### src/rtl/inst_fetch.sv
// -----------------------------------------------------------------------------
// inst_fetch
//   Fetch stage in front of a synchronous-read instruction memory. It owns the
//   PC, drives the imem word address and hides the one-cycle imem read latency.
//   It presents {pc, instruction} to decode over a valid/ready handshake. It
//   holds the presented instruction while decode stalls, and it inserts one
//   bubble cycle when a branch or jump redirects fetch.
//
// Ports
//   w_clk          in   1       clock, all state on posedge
//   w_rst_n        in   1       asynchronous active-low reset
//   w_redirect     in   1       redirect fetch to w_redirect_pc this cycle
//   w_redirect_pc  in   32      redirect target (byte address, [1:0] ignored)
//   w_imem_inst    in   32      imem registered read data (previous cycle's address)
//   r_imem_addr    out  ADDR_W  imem word address presented this cycle
//   r_out_valid    out  1       r_out_pc/r_out_inst hold a fetched instruction
//   w_out_ready    in   1       decode accepts when r_out_valid && w_out_ready
//   r_out_pc       out  32      byte PC of the presented instruction
//   r_out_inst     out  32      presented instruction (imem data pass-through)
//   r_fetch_cnt    out  32      completed handshakes, wraps at 2**32
// -----------------------------------------------------------------------------
module inst_fetch #(
  parameter int          ADDR_W   = 6,
  parameter logic [31:0] RESET_PC = 32'h0
) (
  input  logic              w_clk,
  input  logic              w_rst_n,
  input  logic              w_redirect,
  input  logic [31:0]       w_redirect_pc,
  input  logic [31:0]       w_imem_inst,
  output logic [ADDR_W-1:0] r_imem_addr,
  output logic              r_out_valid,
  input  logic              w_out_ready,
  output logic [31:0]       r_out_pc,
  output logic [31:0]       r_out_inst,
  output logic [31:0]       r_fetch_cnt
);

  localparam logic [1:0] BOOT   = 2'd0;
  localparam logic [1:0] RUN    = 2'd1;
  localparam logic [1:0] BUBBLE = 2'd2;

  logic [1:0]  state_reg;
  logic [31:0] fetch_pc_reg;
  logic [31:0] out_pc_reg;
  logic [31:0] fetch_cnt_reg;

  logic        stall;
  logic        accept;

  // Redirect targets are word aligned by dropping the low two bits.
  logic        unused_redirect_lsb;
  assign unused_redirect_lsb = ^w_redirect_pc[1:0];

  // Valid is decoded from registered state only, so it never depends on inputs.
  assign r_out_valid = (state_reg == RUN);
  assign stall       = r_out_valid && !w_out_ready;
  assign accept      = r_out_valid && w_out_ready;

  // While stalled, re-read the word already on display so the imem output
  // register (and therefore r_out_inst) stays stable.
  assign r_imem_addr = stall ? out_pc_reg[ADDR_W+1:2] : fetch_pc_reg[ADDR_W+1:2];

  assign r_out_pc    = out_pc_reg;
  assign r_out_inst  = w_imem_inst;
  assign r_fetch_cnt = fetch_cnt_reg;

  always_ff @(posedge w_clk or negedge w_rst_n) begin
    if (!w_rst_n) begin
      state_reg    <= BOOT;
      fetch_pc_reg <= RESET_PC;
      out_pc_reg   <= RESET_PC;
    end else if (w_redirect) begin
      // The data read this cycle belongs to the old stream, so spend one
      // BUBBLE cycle while imem reads the target word.
      fetch_pc_reg <= {w_redirect_pc[31:2], 2'b00};
      state_reg    <= BUBBLE;
    end else if (!stall) begin
      out_pc_reg   <= fetch_pc_reg;
      fetch_pc_reg <= fetch_pc_reg + 32'd4;
      state_reg    <= RUN;
    end
  end

  // A handshake on a redirect cycle still counts; only the stream after it is
  // discarded.
  always_ff @(posedge w_clk or negedge w_rst_n) begin
    if (!w_rst_n) begin
      fetch_cnt_reg <= 32'd0;
    end else if (accept) begin
      fetch_cnt_reg <= fetch_cnt_reg + 32'd1;
    end
  end

endmodule

### config.mk
export PLATFORM = sky130hd
export DESIGN_NAME = inst_fetch
export DESIGN_NICKNAME = d
export VERILOG_FILES = /design/src/rtl/inst_fetch.sv
export SDC_FILE = /design/constraint.sdc
export NUM_CORES = 1
export LEC_CHECK = 0
export BUFFER_PORTS_ARGS = -buffer_cell sky130_fd_sc_hd__buf_4
export CAP_MARGIN = 20
export CORE_ASPECT_RATIO = 0.5
export CORE_UTILIZATION = 45
export DETAILED_ROUTE_END_ITERATION = 7
export PLACE_DENSITY = 0.86
export REMOVE_ABC_BUFFERS = 1
export SLEW_MARGIN = 20
export SYNTH_ARGS = -nofsm -noshare
export SYNTH_HDL_FRONTEND = slang
export SYNTH_SLANG_ARGS = --single-unit
### constraint.sdc
create_clock -name w_clk -period 1.83 [get_ports w_clk]
set_clock_uncertainty 0.1 [all_clocks]
set_input_delay 0 -clock w_clk [delete_from_list [all_inputs] [get_ports w_clk]]
set_output_delay 0 -clock w_clk [all_outputs]
set_load 0.005 [all_outputs]
==> results of run 1 <==
power by group through the flow:
stage          clock (mW)  combinational, mW  sequential [mW]
5_1_grt              2.04               1.60             2.57
6_report             1.93               1.54             2.55
2_1_floorplan           0              0.387             2.54
4_1_cts              1.92               1.25             2.49
3_5_place_dp            0               1.10             2.52
3_3_place_gp            0               1.07             2.51
cells in the mapped netlist, types with 3 or more instances:
cell / n / area share
or3_1: 6 / 0.0079
nor2_1: 27 / 0.021
clkbuf_1: 17 / 0.013
o41ai_1: 3 / 0.0055
a31oi_1: 17 / 0.022
nand4_1: 22 / 0.029
mux2_2: 31 / 0.074
and2_1: 3 / 0.0040
nor3_1: 4 / 0.0042
xnor2_1: 34 / 0.063
buf_1: 3 / 0.0024
xor2_1: 7 / 0.013
nand2_1: 47 / 0.037
o31ai_1: 13 / 0.021
inv_1: 7 / 0.0055
and3_1: 7 / 0.0092
buf_2: 3 / 0.0032
nand3_1: 24 / 0.025
nand4b_1: 3 / 0.0055
o21ai_0: 15 / 0.016
nor2b_1: 3 / 0.0040
nor4_1: 6 / 0.0079
buf_4: 34 / 0.054
dfrtp_1: 94 / 0.50
or4_1: 13 / 0.021
stage by stage:
step                utilization  TNS, ns
detailed placement        0.569    -1.26
global route              0.731    -8.18
global placement          0.569   -0.288
floorplan                     -   -34.68
finish                    0.732    -6.57
CTS                       0.669    -1.14
repair_timing:
| item | 4_1_cts | 5_1_grt |
|---|---|---|
| gates cloned | 0 | 7 |
| setup endpoints to repair | 26 | 79 |
| hold buffers | 65 | 0 |
| pin swaps | 5 | 34 |
| setup buffers | 3 | 14 |
| endpoints found under the hold margin | 160 | 0 |
| gates resized for setup | 10 | 96 |
worst paths after layout:
path | startpoint | to | slack [ns] | cells after the start
min in group w_clk | r_fetch_cnt[31] | r_fetch_cnt[31] | 0.37 | 1
min | w_rst_n | r_fetch_cnt[21] | 0.07 | 2
max | fetch_pc_reg[2] | fetch_pc_reg[22] | -0.42 | 6
max reg2reg | fetch_pc_reg[2] | fetch_pc_reg[22] | -0.42 | 6
max in group asynchronous | w_rst_n | state_reg[1] | 1.01 | 3
min reg2reg | r_fetch_cnt[31] | r_fetch_cnt[31] | 0.37 | 1
logic make-up (layout without fill, tap and decap cells):
group / count (synthesis) / in the layout / synth area share
AND/OR/NAND/NOR: 175 / 176 / 0.197
other: 1 / 3 / 0.000791
AO/OA/AOI/OAI: 52 / 52 / 0.0705
flip-flops: 94 / 94 / 0.496
XOR/XNOR: 41 / 41 / 0.0757
adder cells (fa/ha/maj): 2 / 2 / 0.00528
buffers and inverters: 65 / 270 / 0.0792
multiplexers: 32 / 32 / 0.0757
routing by layer:
metal | part of all wire | wire, um | up-vias | track usage
li1 | - | - | 2019 | -
met1 | 0.37 | 7590 | 2477 | 0.377
met2 | 0.45 | 9210 | 462 | 0.485
met3 | 0.11 | 2260 | 166 | 0.0736
met4 | 0.066 | 1340 | 4 | 0.157
met5 | 0.0013 | 27 | - | 0
cell type report:
cell class | count | area (sq um) | share of cell area
flip-flops and latches | 94 | 2350 | 0.315
inverters | 8 | 30.0 | 0.00402
well taps | 140 | 175 | 0.0234
clock inverters | 4 | 45.0 | 0.00603
diodes | 1 | 2.50 | 0.000335
repair buffers | 246 | 2190 | 0.293
clock buffers | 12 | 256 | 0.0343
multi-input cells | 305 | 2420 | 0.324
==> impl_metrics.env, run 1 <==
export IMPL_grt_use_total=0.298
export IMPL_area_delta_synth_final_pct=57.6
export IMPL_clockPowerShare=0.320
export IMPL_place_area_sq_mm=0.00581
export IMPL_final_max_slew_viol_count=0
export IMPL_grt_pass1_wl_um=24900
export IMPL_critPathKind="register to register"
export IMPL_slew_limit_headroom=0.644
export IMPL_slowest_delay_ns=0.51
export IMPL_cts_sinks=94
export IMPL_die_area_sq_mm=0.0110
export IMPL_gp_congestion=0.863
export IMPL_cts_buffers=9
export IMPL_port_buffers=102
export IMPL_core_area_sq_mm=0.0102
export IMPL_antenna_left=0
export IMPL_finalNetCount=734
export IMPL_overflow=0
export IMPL_final_cell_mix="buf_4, dfrtp_1, dlygate4sd3_1, nand2_1, xnor2_1"
export IMPL_synth_edf_count=0
export IMPL_synthArstFlopShare=1.00
export IMPL_ys_seq_elements=94
export IMPL_numPlacedInstances=705
export IMPL_clockRootBuffer="clkbuf_16"
export IMPL_rows=26
export IMPL_vias=5128
export IMPL_die_w_um=147
export IMPL_cap_violations=0
export IMPL_yosys_warnings=0
export IMPL_violations="negative setup slack"
export IMPL_p_seq_frac=0.424
export IMPL_mostFrequentLayoutCell="buf_4"
export IMPL_instances_no_fill=810
export IMPL_hp_class="primary input to async pin"
export IMPL_wl_per_cell_um=25.2
export IMPL_design_area_sq_mm=0.00747
export IMPL_path_clk_slew_ns=0.08
export IMPL_cpLargestDelayFamily="simple AND/OR/NAND/NOR gates"
export IMPL_synth_cell_area_sq_mm=0.00474
export IMPL_wl_um=20400
export IMPL_drc=0
export IMPL_synth_seq_area_share=0.496
export IMPL_slowest_stage="or4_4"
export IMPL_fmax_ghz=0.444
export IMPL_status="finished, violations left"
export IMPL_tritoncts="yes"
export IMPL_end_kind="register"
export IMPL_clock_latency_ns=0.35
export IMPL_grt_setup_unrepaired="true"
export IMPL_largest_reg_flops=32
export IMPL_worst_path_max_fanout=8
export IMPL_power_density_mw_per_mm2=806
export IMPL_p_int_mw=4.24
export IMPL_via_per_inst=6.33
export IMPL_period_minus_slack_ns=2.25
export IMPL_p_switching_mw=1.78
export IMPL_setup_ws_ns=-0.420
export IMPL_critPathBufInv=1
export IMPL_cts_buffer_depth=2
export IMPL_required_ns=1.95
export IMPL_synth_cell_types=40
export IMPL_leakage_nw=3.30
export IMPL_setup_worst_path_start_class="register"
export IMPL_antenna_found_initial=2
export IMPL_chipHeight_um=74.6
export IMPL_setup_violations=53
export IMPL_first_iter_violations=596
export IMPL_hpwl_um=9120
export IMPL_combPwrFrac=0.256
export IMPL_finalHoldViolCount=0
export IMPL_dr_pass1_iters=6
export IMPL_min_period_over_period=1.23
export IMPL_path_cells="ha_2, and3_4, nand3_4, buf_12, or4_4, a31oi_1"
export IMPL_io_pins=171
export IMPL_drive_gt1_frac=0.436
export IMPL_p_sw_frac=0.295
export IMPL_arrival_ns=2.37
export IMPL_grt_pass1_vias=4615
export IMPL_synthCells=462
export IMPL_syn_area_per_cell_sq_um=10.3
export IMPL_fillers=597
export IMPL_htree_levels=3
export IMPL_worst_pin_slew_ns=0.532
export IMPL_place_ws_ns=-0.158
export IMPL_ys_flop_type="dfrtp_1"
export IMPL_finalPower_mw=6.02
export IMPL_peakVddDrop_v=0.000563
export IMPL_initial_core_util=0.464
export IMPL_finalHoldWorstSlack_ns=0.0667
export IMPL_grt_max_degree=36
Note: power is estimated with default switching activity, not from simulation.
==> run 2, diff against run 1 <==
Settings changed: BUFFER_PORTS_ARGS -buffer_cell sky130_fd_sc_hd__buf_4 to -buffer_cell sky130_fd_sc_hd__buf_2, CTS_CLUSTER_SIZE set to 16.
==> impl_metrics.env, run 2 (synthesis results as in run 1) <==
export IMPL_status="finished, violations left"
export IMPL_violations="negative setup slack"
export IMPL_r2r_cells=5
export IMPL_cts_buffers=9
export IMPL_path_clk_slew_ns=0.08
export IMPL_first_iter_violations=724
export IMPL_setup_worst_path_start_class="register"
export IMPL_wl_per_cell_um=26.2
export IMPL_setup_ws_ns=-0.367
export IMPL_vias=5315
export IMPL_final_max_slew_viol_count=0
export IMPL_grt_setup_unrepaired="true"
export IMPL_grt_util_met2=0.490
export IMPL_required_ns=1.99
export IMPL_cts_buffer_depth=2
export IMPL_cts_sinks=94
export IMPL_htree_levels=3
export IMPL_clock_latency_ns=0.36
export IMPL_fmax_ghz=0.455
export IMPL_wl_um=21400
export IMPL_slowest_delay_ns=0.49
export IMPL_reg2reg_slack_ns=-0.37
export IMPL_drc=0
export IMPL_die_w_um=147
export IMPL_clockRootBuffer="clkbuf_16"
export IMPL_finalNetCount=744
export IMPL_initial_core_util=0.464
export IMPL_setup_tns_ns=-9.91
export IMPL_r2r_end="fetch_pc_reg[18]"
export IMPL_area_delta_synth_final_pct=59.4
export IMPL_overflow=0
export IMPL_drive_gt1_frac=0.449
export IMPL_place_ws_ns=-0.118
export IMPL_via_per_inst=6.48
export IMPL_cap_violations=0
export IMPL_worstSetupStartpoint="fetch_pc_reg[7]"
export IMPL_busiest_layer="met2"
export IMPL_arrival_ns=2.36
export IMPL_rows=26
export IMPL_power_density_mw_per_mm2=816
export IMPL_worst_path_max_fanout=7
export IMPL_antenna_left=0
export IMPL_slew_limit_headroom=0.596
export IMPL_chipHeight_um=74.6
export IMPL_finalPower_mw=6.17
export IMPL_r2r_start="fetch_pc_reg[7]"
export IMPL_finalHoldViolCount=0
export IMPL_tritoncts="yes"
export IMPL_antenna_found_initial=1
export IMPL_end_kind="register"
export IMPL_path_cells="nand3_1, or3_4, buf_12, or4_4, a31oi_2"
export IMPL_hp_class="primary input to async pin"
export IMPL_final_cell_mix="buf_2, dfrtp_1, buf_4, dlygate4sd3_1"
export IMPL_worst_pin_slew_ns=0.605
export IMPL_grt_pass1_vias=4681
export IMPL_min_period_over_period=1.20
export IMPL_grt_use_met1=0.380
export IMPL_dr_pass1_iters=8
export IMPL_largest_reg_flops=32
export IMPL_port_buffers=102
export IMPL_finalHoldWorstSlack_ns=0.100
export IMPL_die_area_sq_mm=0.0110
export IMPL_met3_usage=0.0798
export IMPL_grt_use_total=0.306
export IMPL_slowest_stage="or4_4"
export IMPL_gp_congestion=0.828
export IMPL_setup_violations=70
export IMPL_period_minus_slack_ns=2.20
export IMPL_core_area_sq_mm=0.0102
export IMPL_grt_pass1_wl_um=25400
export IMPL_peakVddDrop_v=0.000446
export IMPL_critPathKind="register to register"
export IMPL_io_pins=171
export IMPL_grt_max_degree=44
export IMPL_mostFrequentLayoutCell="buf_2"
export IMPL_leakage_nw=3.44
export IMPL_hpwl_um=8960
[run 2: layer usage]
metal,up-vias,wire (um),part of all wire
li1,2042,-,-
met1,2534,8020,0.37
met2,561,9000,0.42
met3,178,2880,0.13
met4,0,1540,0.072
met5,-,0,0
[run 2: how the worst max path moves through the flow]
stage / end / cells past startpoint
CTS: fetch_pc_reg[15] / 4
global route: fetch_pc_reg[18] / 5
detailed placement: fetch_pc_reg[21] / 4
global placement: fetch_pc_reg[21] / 4
floorplan: r_out_pc[10] / 3
finish: fetch_pc_reg[18] / 5
[run 2: per-stage QoR]
stage | std cells | instance area (sq um) | utilization
2_1_floorplan | 406 | 4400 | -
3_3_place_gp | 705 | 5550 | 0.543
3_5_place_dp | 705 | 5550 | 0.543
4_1_cts | 794 | 6650 | 0.651
5_1_grt | 820 | 7560 | 0.740
6_report | 820 | 7560 | 0.740
[run 2: where the power goes]
part | internal (mW) | total [mW] | leakage, nW | switching [mW]
clock network | 1.14 | 2.03 | 0.145 | 0.889
registers | 2.31 | 2.56 | 1.15 | 0.247
logic | 0.791 | 1.58 | 2.15 | 0.792
total | 4.24 | 6.17 | 3.44 | 1.93
[run 2: area by class of cell]
cell class / count / area [sq um]
Inverter: 8 / 30.0
Multi-Input combinational cell: 304 / 2610
Clock buffer: 12 / 256
Tap cell: 140 / 175
Antenna cell: 1 / 2.50
Timing Repair Buffer: 257 / 2080
Sequential cell: 94 / 2350
Fill cell: 584 / 2660
Clock inverter: 4 / 53.8
[run 2: repair_timing]
action / CTS / global route
gates cloned: 0 / 6
setup endpoints to repair: 19 / 77
gates resized for setup: 18 / 133
endpoints found under the hold margin: 106 / 0
pin swaps: 13 / 48
hold buffers: 66 / 0
buffers inserted: 7 / 19
[run 2: worst max-delay path: cells and delay by family, from the launching register on]
| kind | cells | cell delay (ns) |
|---|---|---|
| simple gates | 3 | 1.16 |
| buf+inv | 1 | 0.17 |
| compound gates | 1 | 0.25 |
| flops | 1 | 0.43 |
